**src/rtl/matmul_pool_engine.sv**
```systemverilog
// matmul_pool_engine: loads NxN byte matrices A and B, computes C = A*B,
// applies PxP max/average pooling with 8-bit saturation and writes packed bytes.
module matmul_pool_engine #(
    parameter int unsigned N      = 4,
    parameter int unsigned P      = 2,
    parameter int unsigned ADDR_W = 10,
    parameter int unsigned BASE_A = 'h000,
    parameter int unsigned BASE_B = 'h100,
    parameter int unsigned BASE_C = 'h200
) (
    input  logic              clk,
    input  logic              rst,
    input  logic              kick_start,
    input  logic              pool_mode,
    output logic              ready,
    output logic              done,
    output logic              mem_en_read_A,
    output logic [ADDR_W-1:0] mem_addr_A,
    input  logic [31:0]       mem_data_A,
    output logic              mem_en_read_B,
    output logic [ADDR_W-1:0] mem_addr_B,
    input  logic [31:0]       mem_data_B,
    output logic              mem_en_write_C,
    output logic [ADDR_W-1:0] mem_addr_C,
    output logic [31:0]       mem_data_C
);
    localparam int unsigned NE = N * N;
    localparam int unsigned W  = NE / 4;
    localparam int unsigned NP = N / P;
    localparam int unsigned IW = $clog2(N);
    localparam int unsigned EW = $clog2(NE);
    localparam int unsigned CW = $clog2(W + 2);
    localparam int unsigned AW = 16 + $clog2(N);
    localparam int unsigned LP = $clog2(P);
    localparam int unsigned SW = AW + 2 * LP;

    typedef enum logic [2:0] {S_IDLE, S_LOAD, S_MAC, S_POOL, S_WBACK, S_DONE} state_t;

    state_t              state_q, state_d;
    logic                mode_q, mode_d;
    logic [CW-1:0]       cnt_q, cnt_d;
    logic [IW-1:0]       mi_q, mi_d, mj_q, mj_d, mk_q, mk_d;
    logic [IW-1:0]       pr_q, pr_d, pc_q, pc_d, wr_q, wr_d, wc_q, wc_d;
    logic [AW-1:0]       acc_q, acc_d;
    logic [SW-1:0]       pacc_q, pacc_d;
    logic [31:0]         pack_q, pack_d;
    logic [1:0]          bsel_q, bsel_d;
    logic [ADDR_W-1:0]   wptr_q, wptr_d;

    logic                ready_d, done_d, rd_en_d, wr_en_d;
    logic [ADDR_W-1:0]   rd_addr_a_d, rd_addr_b_d, wr_addr_d;
    logic [31:0]         wr_data_d;

    logic [7:0]          a_q [NE];
    logic [7:0]          b_q [NE];
    logic [AW-1:0]       c_q [NE];

    logic                ld_we, c_we, pfirst, last_out;
    logic [EW-1:0]       ld_base, a_idx, b_idx, c_idx, p_idx;
    logic [15:0]         prod;
    logic [AW-1:0]       msum;
    logic [IW-1:0]       prow, pcol;
    logic [SW-1:0]       pext, pnew, pres;
    logic [7:0]          pbyte;
    logic [31:0]         pack_word;

    // Next-state, datapath and registered-output values
    always_comb begin
        state_d     = state_q;
        mode_d      = mode_q;
        cnt_d       = cnt_q;
        mi_d        = mi_q;
        mj_d        = mj_q;
        mk_d        = mk_q;
        acc_d       = acc_q;
        pr_d        = pr_q;
        pc_d        = pc_q;
        wr_d        = wr_q;
        wc_d        = wc_q;
        pacc_d      = pacc_q;
        pack_d      = pack_q;
        bsel_d      = bsel_q;
        wptr_d      = wptr_q;
        rd_en_d     = 1'b0;
        rd_addr_a_d = '0;
        rd_addr_b_d = '0;
        wr_en_d     = 1'b0;
        wr_addr_d   = '0;
        wr_data_d   = '0;
        ld_we       = 1'b0;
        c_we        = 1'b0;

        ld_base   = EW'(cnt_q - CW'(2)) << 2;
        a_idx     = EW'(mi_q) * EW'(N) + EW'(mk_q);
        b_idx     = EW'(mk_q) * EW'(N) + EW'(mj_q);
        c_idx     = EW'(mi_q) * EW'(N) + EW'(mj_q);
        prod      = 16'(a_q[a_idx]) * 16'(b_q[b_idx]);
        msum      = acc_q + AW'(prod);

        prow      = (pr_q << LP) + wr_q;
        pcol      = (pc_q << LP) + wc_q;
        p_idx     = EW'(prow) * EW'(N) + EW'(pcol);
        pext      = SW'(c_q[p_idx]);
        pfirst    = (wr_q == '0) && (wc_q == '0);
        last_out  = (pr_q == IW'(NP - 1)) && (pc_q == IW'(NP - 1));
        if (pfirst)
            pnew = pext;
        else if (mode_q)
            pnew = pacc_q + pext;
        else
            pnew = (pext > pacc_q) ? pext : pacc_q;
        pres      = mode_q ? (pnew >> (2 * LP)) : pnew;
        pbyte     = (pres > SW'(255)) ? 8'hFF : pres[7:0];
        pack_word = pack_q;
        pack_word[{bsel_q, 3'b000} +: 8] = pbyte;

        case (state_q)
            S_IDLE: begin
                if (kick_start) begin
                    state_d = S_LOAD;
                    mode_d  = pool_mode;
                    cnt_d   = '0;
                end
            end
            S_LOAD: begin
                // Strobes for words 0..W-1; data lands two counts later, the last in the drain count
                cnt_d = cnt_q + CW'(1);
                if (cnt_q < CW'(W)) begin
                    rd_en_d     = 1'b1;
                    rd_addr_a_d = ADDR_W'(BASE_A) + ADDR_W'(cnt_q);
                    rd_addr_b_d = ADDR_W'(BASE_B) + ADDR_W'(cnt_q);
                end
                if (cnt_q >= CW'(2))
                    ld_we = 1'b1;
                if (cnt_q == CW'(W + 1)) begin
                    state_d = S_MAC;
                    mi_d    = '0;
                    mj_d    = '0;
                    mk_d    = '0;
                    acc_d   = '0;
                end
            end
            S_MAC: begin
                if (mk_q == IW'(N - 1)) begin
                    c_we  = 1'b1;
                    acc_d = '0;
                    mk_d  = '0;
                    if (mj_q == IW'(N - 1)) begin
                        mj_d = '0;
                        if (mi_q == IW'(N - 1)) begin
                            state_d = S_POOL;
                            pr_d    = '0;
                            pc_d    = '0;
                            wr_d    = '0;
                            wc_d    = '0;
                            pack_d  = '0;
                            bsel_d  = '0;
                            wptr_d  = '0;
                        end else begin
                            mi_d = mi_q + IW'(1);
                        end
                    end else begin
                        mj_d = mj_q + IW'(1);
                    end
                end else begin
                    acc_d = msum;
                    mk_d  = mk_q + IW'(1);
                end
            end
            S_POOL: begin
                pacc_d = pnew;
                if (wc_q == IW'(P - 1)) begin
                    wc_d = '0;
                    if (wr_q == IW'(P - 1)) begin
                        wr_d = '0;
                        if (bsel_q == 2'd3 || last_out) begin
                            wr_en_d   = 1'b1;
                            wr_addr_d = ADDR_W'(BASE_C) + wptr_q;
                            wr_data_d = pack_word;
                            pack_d    = '0;
                            bsel_d    = '0;
                            wptr_d    = wptr_q + ADDR_W'(1);
                        end else begin
                            pack_d = pack_word;
                            bsel_d = bsel_q + 2'd1;
                        end
                        if (last_out) begin
                            state_d = S_WBACK;
                        end else if (pc_q == IW'(NP - 1)) begin
                            pc_d = '0;
                            pr_d = pr_q + IW'(1);
                        end else begin
                            pc_d = pc_q + IW'(1);
                        end
                    end else begin
                        wr_d = wr_q + IW'(1);
                    end
                end else begin
                    wc_d = wc_q + IW'(1);
                end
            end
            S_WBACK: state_d = S_DONE;
            S_DONE:  state_d = S_IDLE;
            default: state_d = S_IDLE;
        endcase

        ready_d = (state_d == S_IDLE);
        done_d  = (state_d == S_DONE);
    end

    // State, control registers and registered outputs
    always_ff @(posedge clk) begin
        if (rst) begin
            state_q        <= S_IDLE;
            mode_q         <= 1'b0;
            cnt_q          <= '0;
            mi_q           <= '0;
            mj_q           <= '0;
            mk_q           <= '0;
            acc_q          <= '0;
            pr_q           <= '0;
            pc_q           <= '0;
            wr_q           <= '0;
            wc_q           <= '0;
            pacc_q         <= '0;
            pack_q         <= '0;
            bsel_q         <= '0;
            wptr_q         <= '0;
            ready          <= 1'b1;
            done           <= 1'b0;
            mem_en_read_A  <= 1'b0;
            mem_addr_A     <= '0;
            mem_en_read_B  <= 1'b0;
            mem_addr_B     <= '0;
            mem_en_write_C <= 1'b0;
            mem_addr_C     <= '0;
            mem_data_C     <= '0;
        end else begin
            state_q        <= state_d;
            mode_q         <= mode_d;
            cnt_q          <= cnt_d;
            mi_q           <= mi_d;
            mj_q           <= mj_d;
            mk_q           <= mk_d;
            acc_q          <= acc_d;
            pr_q           <= pr_d;
            pc_q           <= pc_d;
            wr_q           <= wr_d;
            wc_q           <= wc_d;
            pacc_q         <= pacc_d;
            pack_q         <= pack_d;
            bsel_q         <= bsel_d;
            wptr_q         <= wptr_d;
            ready          <= ready_d;
            done           <= done_d;
            mem_en_read_A  <= rd_en_d;
            mem_addr_A     <= rd_addr_a_d;
            mem_en_read_B  <= rd_en_d;
            mem_addr_B     <= rd_addr_b_d;
            mem_en_write_C <= wr_en_d;
            mem_addr_C     <= wr_addr_d;
            mem_data_C     <= wr_data_d;
        end
    end

    // Matrix storage: operand capture during LOAD, product row-major during MAC
    always_ff @(posedge clk) begin
        if (ld_we) begin
            for (int k = 0; k < 4; k++) begin
                a_q[ld_base + EW'(k)] <= mem_data_A[8*k +: 8];
                b_q[ld_base + EW'(k)] <= mem_data_B[8*k +: 8];
            end
        end
        if (c_we)
            c_q[c_idx] <= msum;
    end

endmodule

```
**config.mk**
```make
export PLATFORM = sky130hd
export DESIGN_NAME = matmul_pool_engine
export DESIGN_NICKNAME = d
export VERILOG_FILES = /design/src/rtl/matmul_pool_engine.sv
export SDC_FILE = /design/constraint.sdc
export NUM_CORES = 1
export LEC_CHECK = 0
export CORE_MARGIN = 5
export CORE_UTILIZATION = 56
export CTS_BUF_LIST = sky130_fd_sc_hd__clkbuf_2
export CTS_CLUSTER_DIAMETER = 50
export DETAILED_ROUTE_END_ITERATION = 12
export PLACE_DENSITY = 0.75
export SLEW_MARGIN = 10
export SYNTH_ARGS = -nofsm -noshare
export SYNTH_HDL_FRONTEND = slang
export SYNTH_SLANG_ARGS = --single-unit
```
**constraint.sdc**
```tcl
create_clock -name clk -period 8.4 [get_ports clk]
set_input_delay 1.68 -clock clk [delete_from_list [all_inputs] [get_ports clk]]
set_output_delay 1.68 -clock clk [all_outputs]
set_load 0.02 [all_outputs]
```
Word level (Yosys, flattened, before mapping)
Memories as Yosys holds them, arrays and structs flattened.
Index checks and enable logic that the tools add are counted.
Word-level totals
  bits in registers: 169
  latch bits: 0
  memory bits (writable): 544
  memory bits (read-only): 0
  input bits: 68
  output and inout port bits: 67
  logic and storage cells: 191
  memories: 3
Memory list
  c_q: words 16, width 18, rd ports 1, clocked after memory_dff 0, write ports 1, line 56  | logic [AW-1:0] c_q [NE];
  a_q: words 16, width 8, rd ports 1, clocked after memory_dff 0, write ports 4, line 54  | logic [7:0] a_q [NE];
  b_q: words 16, width 8, rd ports 1, clocked after memory_dff 0, write ports 4, line 55  | logic [7:0] b_q [NE];
Operators by class
  add/subtract/negate cells: 25
  multiply operators: 1
  div/mod/pow operators: 0
  $lt $le $gt $ge: 4
  eq/ne operators: 25
  shifts and indexed selects: 2
  multiplexer cells: 76
  bitwise operators: 6
  reduce and logical (&&, ||, !) cells: 25
Operators by type and width (number)
  2-to-1 mux 32 bit: 6
  2-to-1 mux 20 bit: 4
  one-hot mux 32 bit (2 select lines): 1
  2-to-1 mux 10 bit: 6
  2-to-1 mux 2 bit: 24
  2-to-1 mux 18 bit: 2
  one-hot mux 18 bit (2 select lines): 1
  bitwise mux 32 bit: 1
  one-hot mux 2 bit (2 select lines): 8
  variable shift 8 x 7 -> 32 bit (first input constant): 1
  indexed part select 8 x 7 -> 32 bit: 1
  2-to-1 mux 3 bit: 9
  inequality test 2 bit (second input constant): 11
  adder 20 x 18 -> 20 bit: 1
  greater-than comparator 18 x 20 -> 1 bit: 1
  greater-than comparator 20 x 8 -> 1 bit (second input constant): 1
  one-hot mux 10 bit (2 select lines): 1
  adder 18 x 16 -> 18 bit: 1
  adder 2 x 1 -> 2 bit (second input constant): 8
  adder 4 x 2 -> 4 bit: 4
  multiplier 8 x 8 -> 16 bit: 1
  one-hot mux 3 bit (5 select lines): 1
  AND reduction 7 bit: 2
  adder 10 x 1 -> 10 bit (second input constant): 1
  34 further kinds: 67

Logic depth before layout (Yosys ltp)
Gate-level depths: netlist of run 1.
An unclocked memory read counts as a cell.
  depth in word-level cells: 16
  depth in mapped cells: 25
  depth with buffers taken out: 23

Least setup slack after synthesis of run 1
Ideal clock, no wire load.
  kind: register to register
  start point: register mj_q[0]
  end point: memory c_q[0][17] (netlist name) (data pin)
  setup time: 0.297 ns
  data arrival time: 7.070 ns
  required time: 8.103 ns
  path slack: 1.033 ns
  cell stages (with the launch flop): 24
  buffers on the path: 2
  period minus slack after synthesis: 7.367 ns
  path through: dfxtp_1 > clkbuf_1 > buf_1 > mux4_2 > mux4_2 > nand2_1 > fa_1 > fa_1 > inv_1 > ha_1 > inv_1 > fa_1 > inv_1 > fa_1 > a21o_1 > a21oi_1 > o21a_1 > nor3_1 > a41o_1 > or4_1 > a31o_2 > a21oi_1 > xor2_1 > xnor2_1
Between the ends
  cells in the longest elaborated chain, start to end: 4
RTL lines
  start, declared: line 42  | logic [IW-1:0] mi_q, mi_d, mj_q, mj_d, mk_q, mk_d;
  start signal, assigned: line 243  | mj_q <= mj_d;
  adder 4 x 2 -> 4 bit: line 95  | b_idx = EW'(mk_q) * EW'(N) + EW'(mj_q);
  memory read (16 x 8 bit)
  multiplier 8 x 8 -> 16 bit: line 97  | prod = 16'(a_q[a_idx]) * 16'(b_q[b_idx]);
  adder 18 x 16 -> 18 bit: line 98  | msum = acc_q + AW'(prod);
  via msum[17]: line 61  | logic [AW-1:0] msum;
  end, declared: line 56
The timed path passes the listed nets, and every way through them passes these cells.

Final worst setup path of run 1
  start point: register mk_q[0]
  end point: memory c_q[12][17] (netlist name) (data pin)
Between the ends
  cells in the longest elaborated chain, start to end: 4
  elaborated cells between the ends (all ways): 6
  classes of those cells: add/sub: 3; mul: 1; memory: 2
RTL lines
  start, declared: line 42
  start signal, assigned: line 244  | mk_q <= mk_d;
  adder 4 x 2 -> 4 bit, on equally long branches: line 94, 95
  memory read (16 x 8 bit), on equally long branches
  multiplier 8 x 8 -> 16 bit (*): line 97
  adder 18 x 16 -> 18 bit (*): line 98
  via msum[17]: line 61
The timed path passes the listed nets; every way through them passes the cells marked *.

==> out/qor.txt, run 1 <==
flop-to-flop setup slack: 0.52 ns
Die X: 246 um
slowest stage cell, crit path: xnor2_1
Initial Util: 56.6%
detailed placement HPWL: 45,400 um
EDFF count, synth: 544
Post-Synth Simple-Gate Area: 9.60%
Sw Ratio: 23.5%
measured slew at the worst slew-check pin: 1.21 ns
post-CTS setup buffers: 0
NumNets Final: 2,660
Seq pwr share: 61.7%
register area share after synthesis: 62.1%
Worst Hold Class: flop to flop
post-CTS resize count: 0
# DRC: 0
Adder-Cell Fraction of Synth Area: 7.16%
GRT Util Overall: 23.1%
crit share post-route: 93.8%
Switch Pwr: 1.41 mW
Comb pwr share: 1.7%
final instance area: 0.0349 mm^2
Hold Vio Cnt, Final: 0
hold slack final: 0.448 ns
max-cap violations: 0
prevailing post-synth register cell: edfxtp_1
Critical Path Max Stage Delay: 0.95 ns
peak supply drop: 146 uV
die area: 0.0606 mm^2
clock buffer depth: 3
worst-path cell chain: buf_4, mux4_2, mux4_2, and2_1, fa_1, inv_1, fa_1, fa_1, fa_1, inv_1, ha_1, a21oi_1, o21a_1, nor3_1, a41o_1, or4_1, a31o_2, a21oi_1, xor2_1, xnor2_1
Core Region: 0.0552 mm^2
Wirelength per Cell: 20.9 um
asr flop ratio synth: 0%
Clock Skews: 0.0804 ns
Hold Path Cell Cnt: 2
initial antenna violation count: 2
Max Fanout on Critical Path: 16
drt first pass iters: 5
worst r2r dst: c_q[12][17]
first-pass GRT wire length: 108,000 um
DP Area: 0.0333 mm^2
Crit Path Category: flop to flop
RSZ-0062 raised after global routing: false
final setup TNS: 0 ns
startpoint types: flop
worst skew pair latency: 1.36 ns
Worst Setup End Kind: flop
P per Cell Area: 172 mW/mm^2
ratio of cells with drive above 1 in the final layout: 19.1%
maximum clock rate: 0.127 GHz
synthesized area per cell: 14.3 um^2
Rows: 86
pre-CTS setup slack: 0.576 ns
clk sinks: 697
global route overflow: 0
Int Power: 4.58 mW
data arrival time of the critical path: 8.85 ns
vias per cell: 5.76
Cells after Synth: 2,189
Reg-to-Reg Start: mk_q[0]
Syn Std Cell Area: 0.0312 mm^2
Tmin final: 7.88 ns
root buffer cell: clkbuf_2
static leakage: 12.4 nW
pin count of the biggest net entering global routing: 71
Final setup viols: 0
Die Span Y: 246 um
mux cell area share after synthesis: 10.5%
CTS HTree Levels: 4
Clock power frac: 36.6%
buffers added on ports: 121
Crit path max-delay family: adder cells
Slew headroom: 18.5%
Worst Hold Endpoint: pack_q[10]
total power: 5.99 mW
total CTS buffers: 172
hold-fix buffers at CTS: 0
vias in the first global route: 19,600
largest family of logic cells by synthesized area: multiplexers
final worst slack: 0.521 ns
Worst Path Required: 9.37 ns
clock-pin slew on the worst setup and hold paths: 0.10 ns
cell mode on critical path: fa_1
DRT antenna net count: 0
Synth-to-Final Area Change: 11.7%
vias: 19,200
Final Wtd Congestion: 0.883
Synth Area in XOR/XNOR: 1.14%
#FFs+latches synth: 697
io pins: 135
Routed WL: 69,300 um
CP Buf/Inv Count: 3
Synth cell types: 86
Ys Warns: 0
hold path start: pack_q[10]
compound-gate portion of the synthesized area: 6.20%
status: complete, no violations
CTS tree: yes
worst r2r path cells: 20
Initial DRC Count: 1,707
Final Max Slew Viols: 0
-- state kept, by name (all words and copies together), names as in the netlist, 18 cells and up --
name	count
c_q	288
a_q	128
b_q	128
mem_data_C	32
pack_q	32
pacc_q	20
acc_q	18
-- power groups by stage --
stage	Combinational [mW]	Clock, mW	Sequential (mW)
finish	0.101	2.19	3.70
global placement	0.0963	0	3.78
CTS	0.100	2.26	3.70
detailed placement	0.100	0	3.78
floorplan	0.0412	0	3.78
global route	0.108	2.46	3.70
-- per-layer routing --
metal,vias to the layer above,track usage [%],part of all wire (%)
met4,0,7.73,2.0
met1,9546,31.5,41
li1,8750,-,-
met2,751,37.8,50
met5,-,0,0
met3,111,4.55,7.0
-- cell usage in the layout (no fill, tap or decap), types with 7 or more instances in the layout --
cell type / synthesis / final
edfxtp_1: 544 / 544
nor3_1: 30 / 30
and3_1: 21 / 21
buf_4: 20 / 47
clkinv_2: 0 / 7
o22ai_1: 7 / 7
nand2b_1: 11 / 11
o21bai_1: 7 / 7
o21ai_0: 49 / 49
a211oi_1: 18 / 18
mux2i_1: 29 / 29
nand3b_1: 10 / 10
xnor2_1: 25 / 22
ha_1: 97 / 97
conb_1: 1 / 14
nand4_1: 21 / 21
clkdlybuf4s50_1: 0 / 120
inv_1: 125 / 125
mux4_2: 129 / 129
clkinv_1: 1 / 39
nand3_1: 28 / 28
nor2b_1: 40 / 40
dfxtp_1: 153 / 149
a21o_1: 7 / 7
nor3b_1: 10 / 10
a221oi_1: 7 / 7
o21ai_1: 11 / 11
o221ai_1: 10 / 10
a22oi_1: 29 / 29
a21oi_1: 112 / 112
and2_1: 44 / 40
nor2_1: 155 / 154
or3_1: 10 / 10
xor2_1: 12 / 12
mux2_2: 8 / 8
clkbuf_2: 0 / 242
fa_1: 51 / 51
nand2_1: 184 / 184
-- cells in the mapped netlist (21+ instances only) --
master,n,area [um^2]
nand3_1,28,140
a21oi_1,112,561
mux4_2,129,2910
nand2_1,184,691
ha_1,97,1210
nor3_1,30,150
dfxtp_1,153,3060
o21ai_0,49,245
and3_1,21,131
and2_1,44,275
nor2_1,155,582
xnor2_1,25,219
edfxtp_1,544,16300
nor2b_1,40,250
inv_1,125,469
mux2i_1,29,290
a22oi_1,29,218
fa_1,51,1020
nand4_1,21,131
clkbuf_1,44,165
-- kinds of logic (layout without fill, tap and decap cells) --
logic type / Yosys count / count (layout)
DFF: 697 / 697
and+or+nand+nor: 602 / 602
AOI/OAI and AO/OA: 307 / 307
buffers and inverters: 229 / 599
muxes: 166 / 166
adders and majority gates: 148 / 148
xor gates and xnor gates: 39 / 39
other: 1 / 18
-- per-stage QoR --
step	util [%]	std cells
after floorplan	-	2202
after global placement	60.3	3018
after detailed placement	60.3	3018
after CTS	63.1	3320
after global routing	63.2	3324
final	63.2	3324
-- worst max-delay path by stage --
stage	start	slack, ns	cells past startpoint	end
floorplan	mj_q[0]	1.03	23	c_q[0][17]
global placement	mk_q[0]	0.89	21	c_q[5][17]
detailed placement	mj_q[0]	0.58	20	c_q[1][17]
CTS	mj_q[0]	0.53	20	c_q[7][17]
global route	mk_q[0]	0.05	20	c_q[14][17]
finish	mk_q[0]	0.52	20	c_q[12][17]
-- worst min-delay path, delay by kind of cell (launching register included) --
family	cells	cell delay (ns)
AO/OA/AOI/OAI	1	0.05
flip-flops	1	0.31
AND/OR/NAND/NOR	1	0.05
-- area by class of cell --
type / count / area, um^2
well taps: 748 / 936
clock inverters: 60 / 328
clock buffers: 242 / 1210
diodes: 4 / 10.0
fillers: 4143 / 20300
repair buffers: 170 / 1600
inverters: 127 / 477
multi-input cells: 1276 / 10900
flip-flops and latches: 697 / 19400
(Power assumes the default switching activity.)
==> run 2, diff against run 1 <==
--- a/config.mk
+++ b/config.mk
@@ -10,8 +10,10 @@
 export CTS_BUF_LIST = sky130_fd_sc_hd__clkbuf_2
 export CTS_CLUSTER_DIAMETER = 50
 export DETAILED_ROUTE_END_ITERATION = 12
-export PLACE_DENSITY = 0.75
-export SLEW_MARGIN = 10
+export DONT_BUFFER_PORTS = 1
+export PLACE_DENSITY = 0.71
+export SETUP_SLACK_MARGIN = 0.4
+export SLEW_MARGIN = 30
 export SYNTH_ARGS = -nofsm -noshare
 export SYNTH_HDL_FRONTEND = slang
 export SYNTH_SLANG_ARGS = --single-unit
==> run 2 against run 1 <==
Clock skew decreased by 0.0017 ns. Clock power about the same. Power decreased by 1.1%. Non-clock buffer count decreased by 124. First-iteration DRC count decreased by 5.5%. Sequential power about the same. Flip-flop and latch count unchanged.
==> out/qor.txt, run 2 (synthesis results as in run 1) <==
Wirelength per Cell: 21.6 um (+3.5%)
Rows: 86 (unchanged)
Final setup viols: 0 (unchanged)
Crit Path Category: flop to flop
Synth-to-Final Area Change: 7.97%
DRT antenna net count: 0 (unchanged)
# DRC: 0 (unchanged)
Worst Setup End Kind: flop
Slew headroom: 35.1% (+17 points)
global route overflow: 0 (unchanged)
commonest non-fill, non-tap cell in the layout: edfxtp_1
vias in the first global route: 19,000 (-2.8%)
io pins: 135 (unchanged)
max-cap violations: 0 (unchanged)
drt first pass iters: 5 (unchanged)
Final Max Slew Viols: 0 (unchanged)
ratio of cells with drive above 1 in the final layout: 20.4% (+1.3 points)
P per Cell Area: 176 mW/mm^2 (+2.3%)
clock buffer depth: 3 (unchanged)
clock-pin slew on the worst setup and hold paths: 0.11 ns (about the same)
root buffer cell: clkbuf_2
final instance area: 0.0337 mm^2 (-3.3%)
most frequent cells in the layout: edfxtp_1, clkbuf_2, nand2_1, nor2_1, dfxtp_1
Tmin final: 7.35 ns (-0.529 ns)
static leakage: 11.9 nW (-3.7%)
buffers added on ports: 0 (-100%)
CTS tree: yes
Hold Vio Cnt, Final: 0 (unchanged)
peak supply drop: 161 uV (+10%)
Hold Path Cell Cnt: 0 (-2)
GRT Util Overall: 23.0% (-0.082 points)
first-pass GRT wire length: 107,000 um (-0.99%)
CTS HTree Levels: 4 (unchanged)
Initial Util: 56.6% (unchanged)
die area: 0.0606 mm^2 (unchanged)
measured slew at the worst slew-check pin: 0.973 ns (-0.242 ns)
data arrival time of the critical path: 8.39 ns (-0.46 ns)
max reg flops: 288 (unchanged)
Die X: 246 um (unchanged)
RSZ-0062 raised after global routing: false
Core Region: 0.0552 mm^2 (unchanged)
NumNets Final: 2,531 (-4.8%)
Clock Skews: 0.0787 ns (-0.00172 ns)
Worst Path Required: 9.44 ns (+0.07 ns)
vias: 18,500 (-3.4%)
crit share post-route: 87.5% (-6.3 points)
status: complete, no violations
Max Fanout on Critical Path: 24 (+8)
detailed placement HPWL: 45,100 um (-0.63%)
total CTS buffers: 167 (-2.9%)
fillers: 4,217 (+1.8%)
Routed WL: 69,000 um (-0.38%)
Reg area: 0.0194 mm^2 (about the same)
Die Span Y: 246 um (unchanged)
DP Area: 0.0321 mm^2 (-3.6%)
Final Wtd Congestion: 0.872 (-1.2%)
maximum clock rate: 0.136 GHz (+7.2%)
startpoint types: flop
area occupied by multi-input gates: 0.0109 mm^2 (+0.30%)
worst r2r path cells: 22 (+10%)
initial antenna violation count: 2 (unchanged)
final setup TNS: 0 ns (unchanged)
Initial DRC Count: 1,613 (-5.5%)
vias per cell: 5.79 (+0.45%)
hold-fix buffers at CTS: 0 (unchanged)
Biggest register: c_q
worst skew pair latency: 1.36 ns (about the same)
pin count of the biggest net entering global routing: 71 (unchanged)
Largest regs: c_q (288), a_q (128), b_q (128)
Worst Hold Class: input pin to flop
clk sinks: 697 (unchanged)
## run 2: cell count changes in the layout (fill, tap and decap cells not counted), sizes merged
cell and change:
inv -2, buf -4, clkbuf +6, clkinv -11, clkinvlp +2, diode +3
clkdlybuf4s50 -120
## run 2: area by class of cell
class | instances | share of cell area [%]
inverter | 127 | 1.41
timing repair buffer | 46 | 1.20
sequential | 697 | 57.6
clock buffer | 248 | 3.68
antenna | 7 | 0.0520
multi-input combinational | 1276 | 32.5
tap | 748 | 2.78
clock inverter | 49 | 0.846
## run 2: what timing repair did
| item | 4_1_cts | 5_1_grt |
|---|---|---|
| endpoints found under the setup margin | 0 | 13 |
| gates resized for setup | 0 | 1 |
| buffers inserted | 0 | 0 |
## run 2: per-layer routing
| layer | up-vias | GRT usage (%) | share of wire [%] |
|---|---|---|---|
| li1 | 8495 | - | - |
| met1 | 9174 | 30.0 | 40 |
| met2 | 711 | 37.0 | 49 |
| met3 | 134 | 6.24 | 8.1 |
| met4 | 0 | 9.47 | 3.0 |
| met5 | - | 0 | 0 |
## run 2: path summary, 6_finish.rpt
check,start,endpoint,slack (ns)
setup reg to reg,mk_q[0],c_q[8][17],1.05
hold / removal,mem_data_A[29],a_q[7][5],0.40
setup / recovery,mk_q[0],c_q[8][17],1.05
hold reg to reg,wptr_q[9],mem_addr_C[9],0.45
## run 2: per-stage QoR
step                total power [mW]  setup slack (ns)  cells  utilization, %  hold slack (ns)
floorplan                       3.82              1.03   2202               -            0.402
global placement                3.82             0.845   2893            58.1            0.428
detailed placement              3.82             0.532   2893            58.2            0.424
CTS                             5.99             0.488   3190            60.9            0.216
global route                    6.19             0.500   3198            61.1            0.236
finish                          5.93              1.05   3198            61.1            0.401
## run 2: report_power, final
| group | total [mW] | internal (mW) | switching [mW] |
|---|---|---|---|
| Combinational | 0.0420 | 0.0117 | 0.0304 |
| Clock | 2.18 | 0.857 | 1.33 |
| Sequential | 3.70 | 3.69 | 0.00678 |
## run 2: worst max-delay path: stages (launching register included)
cell     delay [ns]
dfxtp_2        0.63
buf_12         0.27
mux4_2         0.53
mux4_2         0.62
nand2_1        0.13
fa_1           0.44
fa_1           0.51
inv_1          0.04
ha_1           0.27
inv_1          0.05
fa_1           0.53
inv_1          0.07
fa_1           0.45
a21o_1         0.19
a21oi_1        0.32
o21a_1         0.16
nor3_1         0.06
a41o_1         0.27
or4_1          0.42
a31o_2         0.25
a21oi_1        0.17
xor2_1         0.15
xnor2_2        0.52
==> run 3, diff against run 2 <==
--- a/config.mk
+++ b/config.mk
@@ -11,6 +11,7 @@
 export CTS_CLUSTER_DIAMETER = 50
 export DETAILED_ROUTE_END_ITERATION = 12
 export DONT_BUFFER_PORTS = 1
+export GPL_ROUTABILITY_DRIVEN = 0
 export PLACE_DENSITY = 0.71
 export SETUP_SLACK_MARGIN = 0.4
 export SLEW_MARGIN = 30
==> results of run 3 <==
Same layout as run 2: the final DEF is identical, and so are final timing and power.
